===== src/rtl/mlp_frame_sequencer_pkg.sv =====
// Shared types and default widths for the printed-MLP frame sequencer.
package mlp_frame_sequencer_pkg;

    localparam int FEAT_W     = 4;
    localparam int NUM_FEAT   = 4;
    localparam int OUT_W      = 19;
    localparam int FRAME_W    = NUM_FEAT * FEAT_W;
    localparam int CNT_W      = (NUM_FEAT > 1) ? $clog2(NUM_FEAT) : 1;
    localparam int SETTLE_MAX = 15;
    localparam int SETTLE_W   = $clog2(SETTLE_MAX + 1);

    typedef enum logic [1:0] {
        LOAD   = 2'd0,
        SETTLE = 2'd1,
        OUTPUT = 2'd2
    } state_t;

endpackage


===== src/rtl/mlp_frame_sequencer_settle.sv =====
// Loadable down-counter timing the settle window of the combinational core.
module settle_timer
    import mlp_frame_sequencer_pkg::*;
#(
    parameter int W = SETTLE_W
) (
    input  logic         clk,
    input  logic         rst,
    input  logic         clear,
    input  logic         load,
    input  logic [W-1:0] load_val,
    input  logic         dec,
    output logic         done
);

    logic [W-1:0] cnt;

    always_ff @(posedge clk or posedge rst) begin
        if (rst) begin
            cnt <= '0;
        end else if (clear) begin
            cnt <= '0;
        end else if (load) begin
            cnt <= load_val;
        end else if (dec && (cnt != '0)) begin
            cnt <= cnt - 1'b1;
        end
    end

    assign done = (cnt == '0);

endmodule


===== src/rtl/mlp_frame_sequencer.sv =====
// Loads feature nibbles into the core's input bus, waits out the settle window,
// then captures the core prediction and offers it on a valid/ready port.
module mlp_frame_sequencer
    import mlp_frame_sequencer_pkg::*;
#(
    parameter int NUM_FEAT   = mlp_frame_sequencer_pkg::NUM_FEAT,
    parameter int FEAT_W     = mlp_frame_sequencer_pkg::FEAT_W,
    parameter int OUT_W      = mlp_frame_sequencer_pkg::OUT_W,
    parameter int SETTLE_CYC = 3
) (
    input  logic                         clk,
    input  logic                         rst,
    input  logic                         flush,
    input  logic                         in_valid,
    output logic                         in_ready,
    input  logic [FEAT_W-1:0]            in_feat,
    output logic [NUM_FEAT*FEAT_W-1:0]   clf_inp,
    input  logic [OUT_W-1:0]             clf_out,
    output logic                         pred_valid,
    input  logic                         pred_ready,
    output logic [OUT_W-1:0]             pred_data
);

    localparam int FRAME_W = NUM_FEAT * FEAT_W;
    localparam int CNT_W   = (NUM_FEAT > 1) ? $clog2(NUM_FEAT) : 1;
    localparam logic [CNT_W-1:0]    LAST_SLOT   = CNT_W'(NUM_FEAT - 1);
    localparam logic [SETTLE_W-1:0] SETTLE_LOAD = SETTLE_W'(SETTLE_CYC - 1);

    state_t               state, state_nxt;
    logic [CNT_W-1:0]     feat_cnt;
    logic [FRAME_W-1:0]   clf_inp_r;
    logic [OUT_W-1:0]     pred_data_r;
    logic                 pred_valid_r;
    logic                 accept, final_accept, capture, handshake;
    logic                 timer_dec, timer_done;

    always_ff @(posedge clk or posedge rst) begin
        if (rst) begin
            state <= LOAD;
        end else begin
            state <= state_nxt;
        end
    end

    // flush overrides every state and blocks a same-cycle accept
    always_comb begin
        state_nxt    = state;
        accept       = 1'b0;
        final_accept = 1'b0;
        capture      = 1'b0;
        handshake    = 1'b0;
        timer_dec    = 1'b0;
        if (flush) begin
            state_nxt = LOAD;
        end else begin
            case (state)
                LOAD: begin
                    if (in_valid) begin
                        accept = 1'b1;
                        if (feat_cnt == LAST_SLOT) begin
                            final_accept = 1'b1;
                            state_nxt    = SETTLE;
                        end
                    end
                end
                SETTLE: begin
                    if (timer_done) begin
                        capture   = 1'b1;
                        state_nxt = OUTPUT;
                    end else begin
                        timer_dec = 1'b1;
                    end
                end
                OUTPUT: begin
                    if (pred_valid_r && pred_ready) begin
                        handshake = 1'b1;
                        state_nxt = LOAD;
                    end
                end
                default: state_nxt = LOAD;
            endcase
        end
    end

    always_ff @(posedge clk or posedge rst) begin
        if (rst) begin
            feat_cnt     <= '0;
            clf_inp_r    <= '0;
            pred_data_r  <= '0;
            pred_valid_r <= 1'b0;
        end else if (flush) begin
            feat_cnt     <= '0;
            clf_inp_r    <= '0;
            pred_valid_r <= 1'b0;
        end else begin
            if (accept) begin
                clf_inp_r[feat_cnt*FEAT_W +: FEAT_W] <= in_feat;
                feat_cnt <= final_accept ? '0 : feat_cnt + 1'b1;
            end
            // clf_out is only trusted on the capture edge
            if (capture) begin
                pred_data_r  <= clf_out;
                pred_valid_r <= 1'b1;
            end else if (handshake) begin
                pred_valid_r <= 1'b0;
            end
        end
    end

    settle_timer #(
        .W(SETTLE_W)
    ) u_settle_timer (
        .clk      (clk),
        .rst      (rst),
        .clear    (flush),
        .load     (final_accept),
        .load_val (SETTLE_LOAD),
        .dec      (timer_dec),
        .done     (timer_done)
    );

    assign in_ready   = (state == LOAD);
    assign clf_inp    = clf_inp_r;
    assign pred_valid = pred_valid_r;
    assign pred_data  = pred_data_r;

endmodule


===== config.mk =====
export PLATFORM = sky130hd
export DESIGN_NAME = mlp_frame_sequencer
export DESIGN_NICKNAME = d
export VERILOG_FILES = /design/src/rtl/mlp_frame_sequencer_pkg.sv /design/src/rtl/mlp_frame_sequencer_settle.sv /design/src/rtl/mlp_frame_sequencer.sv
export SDC_FILE = /design/constraint.sdc
export NUM_CORES = 1
export LEC_CHECK = 0
export CAP_MARGIN = 15
export CORE_MARGIN = 4
export CORE_UTILIZATION = 40
export DETAILED_ROUTE_END_ITERATION = 8
export HOLD_SLACK_MARGIN = 0.12
export PLACE_DENSITY_LB_ADDON = 0.08
export SLEW_MARGIN = 0
export SYNTH_ARGS = -nofsm -noshare
export SYNTH_HDL_FRONTEND = slang
export SYNTH_SLANG_ARGS = --single-unit

===== constraint.sdc =====
create_clock -name clk -period 2.5 [get_ports clk]
set_input_delay 0.25 -clock clk [delete_from_list [all_inputs] [get_ports clk]]
set_output_delay 0.25 -clock clk [all_outputs]
set_load 0.005 [all_outputs]

==> key figures <==
Outcome
  – Status: complete, no violations

Synthesis
  – Cells after Synth: around 170
  – Sequential share of the synthesized area: a little over half
  – Post-synth EDFFs: 0
  – Yosys top cell by area: dfrtp_1
  – Synth area leaders: dfrtp_1 55%, mux2_2 13%, ha_1 4.3%
  – Main flop type after synthesis: dfrtp_1
  – Syn avg cell area: about 12 sq um
  – Ys async rst share: 100%
  – Post-synthesis cell area: a little over 2000 sq um
  – Syn_nets: between 200 and 250
  – Seq cells post-synth: 44
  – Area share of the largest cell type after synthesis: 54.6%
  – Distinct cells, synth: 32
  – Ys Warns: 0

Timing
  – Final min period: around 2.1 ns
  – Worst slew pin tran: slightly below 0.7 ns
  – Slew Limit Headroom: approximately 53%
  – Final Hold Violating Endpoints: 0
  – Crit path setup slack, layout: between 0.4 and 0.5 ns
  – Max-slew violations: 0
  – Final setup viols: 0
  – Fmax: around 480 MHz
  – Final TNS setup: 0 ns
  – Hold slack: 0.427 ns
  – RSZ-0062 raised after global routing: no
  – Worst Skew: between 0.01 and 0.015 ns
  – Fin crit share: between 80 and 90%

Layout
  – Nets@finish: about 280
  – Area Growth Syn to Fin: 41.2%
  – Finished Cell Area: 2850 sq um
  – # diodes: 0
  – Layout cells sized above 1: ~16%

Clock tree
  – Post-CTS Resized: 0
  – Clk sink count: 44
  – Clk slew on worst S/H paths: approximately 0.08 ns
  – CTS Buffer Depth: 2
  – TritonCTS clock tree: done
  – H-tree levels: 2
  – Clk Latency, worst-skew pair: approximately 0.29 ns
  – Inserted Clock Buffers: 5
  – Root buf cell: clkbuf_8
  – CTS Hold Buffers Added: 0
  – Post-CTS setup buffers: 0

Placement
  – Placed instance area: approximately 2700 sq um
  – DP Wirelength: roughly 3500 microns
  – Dpl ws: 0.460 ns
  – Port bufs: 64
  – GPL Wtd Cong: roughly 0.88

Drt
  – Number of iterations in the first detailed-routing pass: 4
  – DRT iter0 DRCs: between 40 and 50
  – Total number of vias: 1536
  – Vias per cell: roughly 5
  – DR DRC count: 0
  – Avg WL per Cell: between 15 and 20 microns
  – Total wire length: between 4000 and 5000 microns
  – Detail Route Antenna Nets: 0

GRT
  – Vias in the first global route: 1569
  – Largest net degree at the start of global routing: 45
  – Total grt overflow: 0
  – First-pass GRT wire length: around 7500 microns
  – Gr usage total: around 16%
  – Antenna violations before repair: 0

Pwr
  – Pwr/cell area: ~540 nW/um^2
  – Max VDD drop: roughly 0.27 mV
  – P_leak: roughly 0.0013 uW

Floorplan
  – DIE HEIGHT: approximately 79 microns
  – Die W: just under 80 microns
  – # IOs: 65
  – Core Region: a little under 5000 sq um
  – Die area: around 6200 sq um
  – # rows: 25
  – Initial Utilization: about two fifths

Setup path
  – Worst R2R End: clf_inp[3]
  – CP Cell Sequence: inv_1 > ha_1 > nor4b_1 > nand2_1 > mux2i_1
  – Reg2Reg Setup Slack: a little over 0.4 ns
  – Worst EP arrival: between 2 and 2.5 ns
  – Critical path's largest stage delay: 0.64 ns
  – Setup CP Type: reg2reg
  – Worst-path fanout max: 11
  – CP endpoint kind: flop
  – RR Startpoint: feat_cnt[0]
  – Worst path required time: between 2 and 3 ns
  – Startpoint Class: flop
  – Worst R2R Path Depth: 5
  – Slowest stage cell on the critical path: nor4b_1

Worst hold path
  – HP Class: in2async

Job
  – Max-cap violations: 0
## report_power, final
part	leakage (uW)	switching (uW)	total, uW	internal (uW)
sequential	0.000607	27.6	781	753
clock	0.0000501	217	504	287
combinational	0.000614	96.5	253	157
## layer usage
metal | vias to the layer above | wire (microns) | part of all wire, % | track usage [%]
met5 | - | 0 | 0 | 0
met4 | 0 | 15 | 0.32 | 4.12
met1 | 763 | 2000 | 43 | 18.8
met3 | 2 | 236 | 5.0 | 5.44
li1 | 738 | - | - | -
met2 | 33 | 2430 | 52 | 26.5
## worst max-delay path by stage
stage                            from  slack [ns]            end
after global routing      feat_cnt[0]        0.25     clf_inp[3]
after floorplan           feat_cnt[0]        0.66     clf_inp[0]
final                     feat_cnt[0]        0.41     clf_inp[3]
after CTS                 feat_cnt[0]        0.42     clf_inp[3]
after detailed placement  feat_cnt[0]        0.46     clf_inp[3]
after global placement          flush        0.61  pred_data[11]
## stage by stage
stage	cells	utilization [%]	power (uW)
after floorplan	171	-	894
after global placement	300	57.0	1040
after detailed placement	300	57.0	1050
after CTS	306	59.1	1560
after global routing	306	59.1	1620
final	306	59.1	1540
## cells in the mapped netlist (2+ instances only)
cell	count
inv_1	11
nand2_1	11
nand3_1	5
mux2i_1	4
a21oi_1	11
buf_2	2
nor2_1	3
and3_1	4
nor4b_1	2
nor3b_2	2
o21ai_0	8
dfrtp_1	44
nor4bb_1	3
nand4_1	4
ha_1	7
mux2_2	23
or4_1	2
nand2b_1	6
clkbuf_1	4
nand3b_1	3
## placed cells by master, fill, tap and decap left out, types with 2 or more instances in the layout
| cell | n |
|---|---|
| clkdlybuf4s50_1 | 64 |
| dfrtp_1 | 44 |
| mux2_2 | 23 |
| inv_1 | 11 |
| nand2_1 | 11 |
| a21oi_1 | 11 |
| o21ai_0 | 8 |
| ha_1 | 7 |
| nand2b_1 | 6 |
| nand3_1 | 5 |
| clkbuf_8 | 5 |
| buf_4 | 5 |
| nand4_1 | 4 |
| mux2i_1 | 4 |
| and3_1 | 4 |
| nor4bb_1 | 3 |
| nor2_1 | 3 |
| nand3b_1 | 3 |
| nor4b_1 | 2 |
| nor3b_2 | 2 |
| or4_1 | 2 |
## registers in the layout (all words and copies together) (netlist names)
| name | count |
|---|---|
| pred_data | 19 |
| clf_inp | 16 |
| u_settle_timer.cnt | 4 |
| feat_cnt | 2 |
| state | 2 |
| pred_valid | 1 |
## cell families (layout without fill, tap and decap cells)
logic type / Yosys count / after routing / share of synthesized area (%)
multiplexers: 27 / 27 / 14.8
AND/OR/NAND/NOR: 51 / 51 / 15.8
buffers and inverters: 18 / 86 / 3.54
adder cells (fa/ha/maj): 7 / 7 / 4.34
XOR/XNOR: 1 / 1 / 0.435
flip-flops: 44 / 44 / 54.6
AO/OA/AOI/OAI: 23 / 23 / 6.39
## area by class of cell
class                   instances  area, sq um
fillers                       431         1970
multi-input cells             109          843
well taps                      67         83.8
clock inverters                 1         30.0
inverters                      11         41.3
flip-flops and latches         44         1100
clock buffers                   5         68.8
repair buffers                 69          678
## worst max-delay path: cells and delay by family (launching register included)
kind / cells / cell delay, ns
fa+ha+maj: 1 / 0.38
buf+inv: 1 / 0.16
flops: 1 / 0.56
mux: 1 / 0.16
simple gates: 2 / 0.76
No activity file was read; power rests on OpenSTA's default activity.
